## src/rtl/fir_pkg.sv

```systemverilog
// Shared sizing constants for the moving-average FIR filter.
package fir_pkg;

   localparam int unsigned WIDTH     = 24;
   localparam int unsigned LOG2_TAPS = 3;
   localparam int unsigned TAPS      = 32'd1 << LOG2_TAPS;
   localparam int unsigned SUM_WIDTH = WIDTH + LOG2_TAPS;

endpackage : fir_pkg

```

## src/rtl/fir_filter_if.sv

```systemverilog
// Sample bus between a sample source (master) and the FIR filter (slave).
interface fir_filter_if #(
   parameter int unsigned WIDTH = fir_pkg::WIDTH
);

   logic [WIDTH-1:0] IN;
   logic [WIDTH-1:0] OUT;

   modport master (output IN, input  OUT);
   modport slave  (input  IN, output OUT);

endinterface : fir_filter_if

```

## src/rtl/fir_filter_variable_flip_flop.sv

```systemverilog
// WIDTH-bit D register with asynchronous active-low clear; one delay-line tap.
module variable_flip_flop #(
   parameter int unsigned WIDTH = fir_pkg::WIDTH
) (
   input  logic             CLK,
   input  logic             RST_N,
   input  logic [WIDTH-1:0] D,
   output logic [WIDTH-1:0] Q
);

   always_ff @(posedge CLK or negedge RST_N) begin
      if (!RST_N) begin
         Q <= '0;
      end else begin
         Q <= D;
      end
   end

endmodule : variable_flip_flop

```

## src/rtl/fir_filter.sv

```systemverilog
// Moving average of the last 2**LOG2_TAPS samples: shift-register taps,
// full-precision adder, truncating power-of-two divide.
module fir_filter #(
   parameter int unsigned WIDTH     = fir_pkg::WIDTH,
   parameter int unsigned LOG2_TAPS = fir_pkg::LOG2_TAPS
) (
   input  logic         CLK,
   input  logic         RST_N,
   fir_filter_if.slave  bus
);

   localparam int unsigned TAPS      = 32'd1 << LOG2_TAPS;
   localparam int unsigned SUM_WIDTH = WIDTH + LOG2_TAPS;

   logic [WIDTH-1:0]     tap_d [TAPS];
   logic [WIDTH-1:0]     tap_q [TAPS];
   logic [SUM_WIDTH-1:0] sum_c;

   // Delay line: tap0 takes the new sample, each later tap takes its predecessor.
   for (genvar k = 0; k < TAPS; k++) begin : g_tap
      if (k == 0) begin : g_head
         assign tap_d[k] = bus.IN;
      end else begin : g_body
         assign tap_d[k] = tap_q[k-1];
      end

      variable_flip_flop #(
         .WIDTH (WIDTH)
      ) u_tap (
         .CLK   (CLK),
         .RST_N (RST_N),
         .D     (tap_d[k]),
         .Q     (tap_q[k])
      );
   end

   // Sum is wide enough for TAPS full-scale samples, so it never wraps.
   always_comb begin
      sum_c = '0;
      for (int unsigned k = 0; k < TAPS; k++) begin
         sum_c = sum_c + SUM_WIDTH'(tap_q[k]);
      end
   end

   assign bus.OUT = WIDTH'(sum_c >> LOG2_TAPS);

endmodule : fir_filter

```

## src/flat_wrapper.sv

```systemverilog
// flat-port wrapper written by rule: the top's interface ports become plain ports
module fir_filter_flat 
#(
   parameter int unsigned WIDTH     = fir_pkg::WIDTH,
   parameter int unsigned LOG2_TAPS = fir_pkg::LOG2_TAPS
)
  (CLK, RST_N, bus_IN, bus_OUT);
  fir_filter_if #(.WIDTH(WIDTH)) bus_i ();
  input  logic CLK;
  input  logic RST_N;
  input wire logic [$bits(bus_i.IN)-1:0] bus_IN;
  output wire logic [$bits(bus_i.OUT)-1:0] bus_OUT;
  assign bus_i.IN = bus_IN;
  assign bus_OUT = bus_i.OUT;
  fir_filter #(.WIDTH(WIDTH), .LOG2_TAPS(LOG2_TAPS)) u_core (.CLK(CLK), .RST_N(RST_N), .bus(bus_i));
endmodule
```

## config.mk

```make
export PLATFORM = sky130hd
export DESIGN_NAME = fir_filter_flat
export DESIGN_NICKNAME = d
export VERILOG_FILES = /design/src/rtl/fir_pkg.sv /design/src/rtl/fir_filter_if.sv /design/src/rtl/fir_filter_variable_flip_flop.sv /design/src/rtl/fir_filter.sv /design/src/flat_wrapper.sv
export SDC_FILE = /design/constraint.sdc
export NUM_CORES = 1
export LEC_CHECK = 0
export ABC_CLOCK_PERIOD_IN_PS = 5000
export CAP_MARGIN = 20
export CORE_MARGIN = 5
export CORE_UTILIZATION = 57
export CTS_BUF_LIST = sky130_fd_sc_hd__clkbuf_8
export DETAILED_ROUTE_END_ITERATION = 8
export GPL_TIMING_DRIVEN = 0
export HOLD_SLACK_MARGIN = 0.06
export PLACE_DENSITY = 0.77
export REMOVE_ABC_BUFFERS = 1
export SETUP_SLACK_MARGIN = 0.5
export SLEW_MARGIN = 25
export SYNTH_ARGS = -nofsm -noshare
export SYNTH_HDL_FRONTEND = slang
export SYNTH_HIERARCHICAL = 1
export SYNTH_SLANG_ARGS = --single-unit
```

## constraint.sdc

```tcl
create_clock -name CLK -period 5 [get_ports CLK]
set_input_delay 1 -clock CLK [delete_from_list [all_inputs] [get_ports CLK]]
set_output_delay 1 -clock CLK [all_outputs]
set_load 0.02 [all_outputs]
```

# After elaboration in Yosys (flattened, before gate mapping)

Cells that the tools add are included.

Bits in registers: 192
Input bits: 26
Memories kept: 0
Memory bits (writable): 0
Logic and storage cells: 15
Memory bits (read-only): 0
Output and inout port bits: 24
Latch bits: 0

Bitwise gates (word level): 0
Shift operators: 0
Reductions and logical operators: 0
Divide/modulo/power cells: 0
$add $sub $neg: 7
Multipliers: 0
Muxes and demuxes: 0
Equality and inequality tests: 0
Order comparisons: 0

Operators by type and width:

| kind                                      | number |
|---|---|
| 27-bit by 24-bit adder with 27-bit output | 6 |
| 24-bit by 24-bit adder with 25-bit output | 1 |

# Depth between registers and ports, before layout

Depth in word-level cells: 7
Gate-level depth with buffers: 18
Mapped depth without buffers: 18

# By module

The synthesis kept the hierarchy.

By module, submodules not included:

| module             | sequential area each (um^2) | instances | area each (um^2) | cells an instance |
|---|---|---|---|---|
| fir_filter         | 0.0                         | 1         | 5097.4           | 588 |
| variable_flip_flop | 600.6                       | 8         | 600.6            | 24 |

# Least setup slack after synthesis

No wires, ideal clock.

Path type: register to output
Start: register u_core.g_tap[3].u_tap.Q[2]
End: output bus_OUT[23]
Required time: 4.000 ns
Stages on the path, launching flop included: 17
Data arrival time: 4.618 ns
Path buffers: 0
Slack: -0.618 ns
Cell sequence: dfrtp_1 -> inv_1 -> fa_1 -> inv_1 -> fa_1 -> fa_1 -> inv_1 -> fa_1 -> or2_2 -> fa_1 -> and2b_1 -> o2111ai_1 -> a21oi_2 -> o22ai_4 -> o31ai_1 -> nand4_1 -> a21oi_1

Cells in the longest elaborated chain, start to end: 5

RTL lines:

| what                                                   | RTL line                            | source |
|---|---|---|
| start, declared                                        | fir_filter_variable_flip_flop.sv:8  | `output logic [WIDTH-1:0] Q` |
| start signal, assigned                                 | fir_filter_variable_flip_flop.sv:13 | `Q <= '0;` |
| start signal, assigned                                 | fir_filter_variable_flip_flop.sv:15 | `Q <= D;` |
| 27-bit by 24-bit adder with 27-bit output (5 in a row) | fir_filter.sv:41                    | `sum_c = sum_c + SUM_WIDTH'(tap_q[k]);` |
| end, declared                                          | flat_wrapper.sv:12                  | `output wire logic [$bits(bus_i.OUT)-1:0] bus_OUT;` |

Every way passes these cells.

# Worst setup path after layout

Start: register u_core.g_tap[1].u_tap.Q[2]
End: output bus_OUT[23]

Cells in the longest elaborated chain, start to end: 7

RTL lines:

| what                                                   | RTL line |
|---|---|
| start, declared                                        | fir_filter_variable_flip_flop.sv:8 |
| start signal, assigned                                 | fir_filter_variable_flip_flop.sv:13 |
| start signal, assigned                                 | fir_filter_variable_flip_flop.sv:15 |
| 24-bit by 24-bit adder with 25-bit output              | fir_filter.sv:41 |
| 27-bit by 24-bit adder with 27-bit output (6 in a row) | fir_filter.sv:41 |

Every way passes these cells.

==> flow_metrics.py <==
metrics = {
    "sta": {
        "fmax_ghz": 0.164,
        "slew_headroom_pct": 68.6,
        "hold_viol_final": 0,
        "tns_ns": -18.23,
        "skew_ns": 0.0169,
        "layout_setup_ws_ns": -1.10,
        "period_share_pct": 122,
        "fin_hold_ws_ns": 0.366,
        "finalSetupViolations": 23,
        "tightestPinTransition_ns": 0.471,
        "post-route-min-period_ns": 6.10,
        "maxSlewViolCount": 0,
        "rsz0062_at_grt": "true",
    },
    "clock_tree": {
        "cts.hold.buffers_added": 0,
        "cts-buffers-inserted": 17,
        "cts_sinks": 192,
        "h-tree-depth": 4,
        "clk_pin_slew_ns": 0.11,
        "clock_path_buffers": 2,
        "cts-root-buf": "clkbuf_8",
        "insertion_delay_ns": 0.47,
        "cts_tree": "yes",
    },
    "detailed_routing": {
        "wl_met2_um": 7910,
        "met1_length_um": 6810,
        "drt_iter0_markers": 243,
        "post_drt_wl_per_cell_um": 14.1,
        "viasPerCell": 4.70,
        "wl_met3_um": 631,
        "routed_wl_um": 15600,
        "ant_nets": 0,
        "top_layer_used": "met4",
        "dr_total_vias": 5183,
        "drtPass1Iterations": 4,
        "drc": 0,
    },
    "critical_path": {
        "path_max_fanout": 5,
        "crit_path_end_kind": "output port",
        "cp-start-kind": "flop",
        "arrival_ns": 5.10,
        "crit_type": "flop to output port",
        "worstPathRequired_ns": 4.00,
    },
    "final_layout": {
        "diodes": 0,
        "reg_top3": "u_core/g_tap.u_tap/Q: 192 flops",
        "largest_register_ffs": 192,
        "fin_nets": 1059,
        "nFillCells": 1209,
        "area_growth_pct": 16.7,
        "final_layout_size_suffix_gt1_share_pct": 17.0,
        "regMostFlops": "u_core/g_tap.u_tap/Q",
    },
    "yosys": {
        "synth_cells": 780,
        "yosys.cell_types.count": 39,
        "yosysTopAreaCellShare_pct": 48.5,
        "ys_ff_latch": 192,
        "ys.warnings.count": 6,
        "yosys-top-cells-area": "dfrtp_1 (49%), fa_1 (29%), inv_1 (11%)",
        "seq_area_frac_synth_pct": 48.5,
        "syn_area_um2": 9900,
        "synth_top_cell_by_area": "dfrtp_1",
        "synth_area_per_cell_um2": 12.7,
    },
    "floorplanning": {
        "pin_count": 50,
        "dieArea_um2": 20100,
        "die_y_um": 142,
        "rows": 48,
        "core-area_um2": 17200,
        "start_util_pct": 57.6,
        "die_x_um": 142,
    },
    "grt": {
        "grt_max_degree": 99,
        "grt_overflow": 0,
        "track_usage_pct": 17.2,
        "grt_pass1_vias": 5856,
        "grt_pass1_wl_um": 27200,
        "grt_antenna_before_repair": 0,
    },
    "placement": {
        "io_buffers": 49,
        "place.gp.congestion": 0.804,
        "dp_hpwl_um": 11100,
    },
    "min_path": {
        "hp-class": "flop to flop",
    },
    "status": {
        "status": "complete, but fails checks",
        "violations": "setup timing",
    },
    "run": {
        "drv_cap": 0,
    },
}
==> layout make-up <==
type | instances | area [µm²] | share of cell area (%)
multi-input combinational | 305 | 4380 | 37.9
clock inverter | 12 | 109 | 0.942
clock buffer | 19 | 262 | 2.26
inverter | 278 | 1040 | 9.03
sequential | 192 | 4800 | 41.6
timing repair buffer | 71 | 678 | 5.87
tap | 225 | 282 | 2.44
==> cells in the final DEF (no fill, tap or decap), types with 3 or more instances in the layout <==
cell type / count
nand2_1: 13
nand4_1: 6
fa_1: 141
xnor2_1: 4
clkbuf_8: 19
clkdlybuf4s50_1: 24
a21oi_1: 17
xor2_1: 3
xnor2_2: 9
nor2_2: 7
buf_6: 10
ha_2: 3
buf_4: 34
o21ai_0: 4
a21o_1: 9
a21oi_2: 4
inv_6: 4
ha_4: 3
dfrtp_1: 192
clkinvlp_4: 4
a31oi_2: 3
inv_2: 10
nor2_1: 9
a21oi_4: 3
xor2_2: 5
ha_1: 20
inv_1: 269
==> routing by layer <==
| layer | vias up | track usage [%] |
|---|---|---|
| met5 | - | 0 |
| met4 | 0 | 5.66 |
| met3 | 21 | 3.77 |
| met2 | 88 | 26.7 |
| met1 | 2686 | 24.6 |
| li1 | 2388 | - |
==> stage by stage <==
step | setup slack [ns] | cells | instance area, µm² | utilization, %
floorplan | -0.619 | 775 | 9880 | -
global route | -1.30 | 1102 | 11600 | 67.3
detailed placement | -1.50 | 1051 | 10700 | 62.3
CTS | -1.15 | 1095 | 11300 | 65.8
global placement | -4.70 | 1049 | 10600 | 62.0
finish | -1.10 | 1102 | 11600 | 67.3
==> cell families after synthesis <==
group,Yosys count,synth area share (%)
flops,192,48.5
simple gates,52,2.55
buf+inv,283,10.8
compound gates,64,4.27
fa+ha+maj,168,32.0
xor+xnor,21,1.86
==> synthesized netlist by cell type <==
master	n
o21ai_0	8
o2bb2ai_1	1
nor3_1	2
nand2_1	16
a21o_2	1
clkbuf_1	4
buf_6	1
o21ai_1	1
ha_1	26
a21oi_2	2
a21boi_0	1
o21a_1	2
fa_1	142
nor3_2	1
a31o_2	1
xor2_1	8
o21bai_1	3
o22ai_4	1
a21oi_1	22
a31oi_1	5
nor4_1	1
nor2b_1	1
or2_2	2
o211ai_2	1
inv_1	278
o31a_1	1
o2111ai_1	1
nand4_1	6
o31ai_1	2
a21o_1	9
and2_1	2
a211oi_1	2
and4_1	1
and3_1	1
or3_4	1
nor2_1	17
xnor2_1	13
dfrtp_1	192
and2b_1	1
==> worst max-delay path: stages (launching register included) <==
cell       delay, ns
dfrtp_1         0.37
inv_2           0.04
fa_1            0.54
inv_2           0.04
fa_1            0.49
fa_1            0.51
inv_2           0.04
fa_1            0.46
or2_4           0.26
fa_2            0.36
and2b_2         0.27
o2111ai_4       0.16
a21oi_4         0.24
o22ai_4         0.13
o31ai_4         0.24
nand4_1         0.15
a21oi_2         0.19
buf_6           0.14
==> repair_timing <==
item	CTS	global route
pin swaps	27	20
setup endpoints to repair	24	24
resized for setup	178	42
buffers inserted	13	7
==> path summary, 6_finish.rpt <==
| path | from | to | slack, ns | cells past startpoint |
|---|---|---|---|---|
| worst max-delay path | u_core/g_tap[1].u_tap/Q[2] | bus_OUT[23] | -1.10 | 17 |
| worst min-delay path | u_core/g_tap[5].u_tap/Q[10] | u_core/g_tap[6].u_tap/Q[10] | 0.37 | 0 |
| worst max register to register | u_core/g_tap[3].u_tap/Q[3] | u_core/g_tap[4].u_tap/Q[3] | 4.25 | 2 |
| worst min register to register | u_core/g_tap[5].u_tap/Q[10] | u_core/g_tap[6].u_tap/Q[10] | 0.37 | 0 |
| max in group asynchronous | RST_N | u_core/g_tap[1].u_tap/Q[23] | 3.66 | 3 |
| min in group asynchronous | RST_N | u_core/g_tap[5].u_tap/Q[5] | 0.54 | 2 |
Power is not shown: default switching activity piles up to over one toggle a cycle in this logic, so the estimate is an artifact.
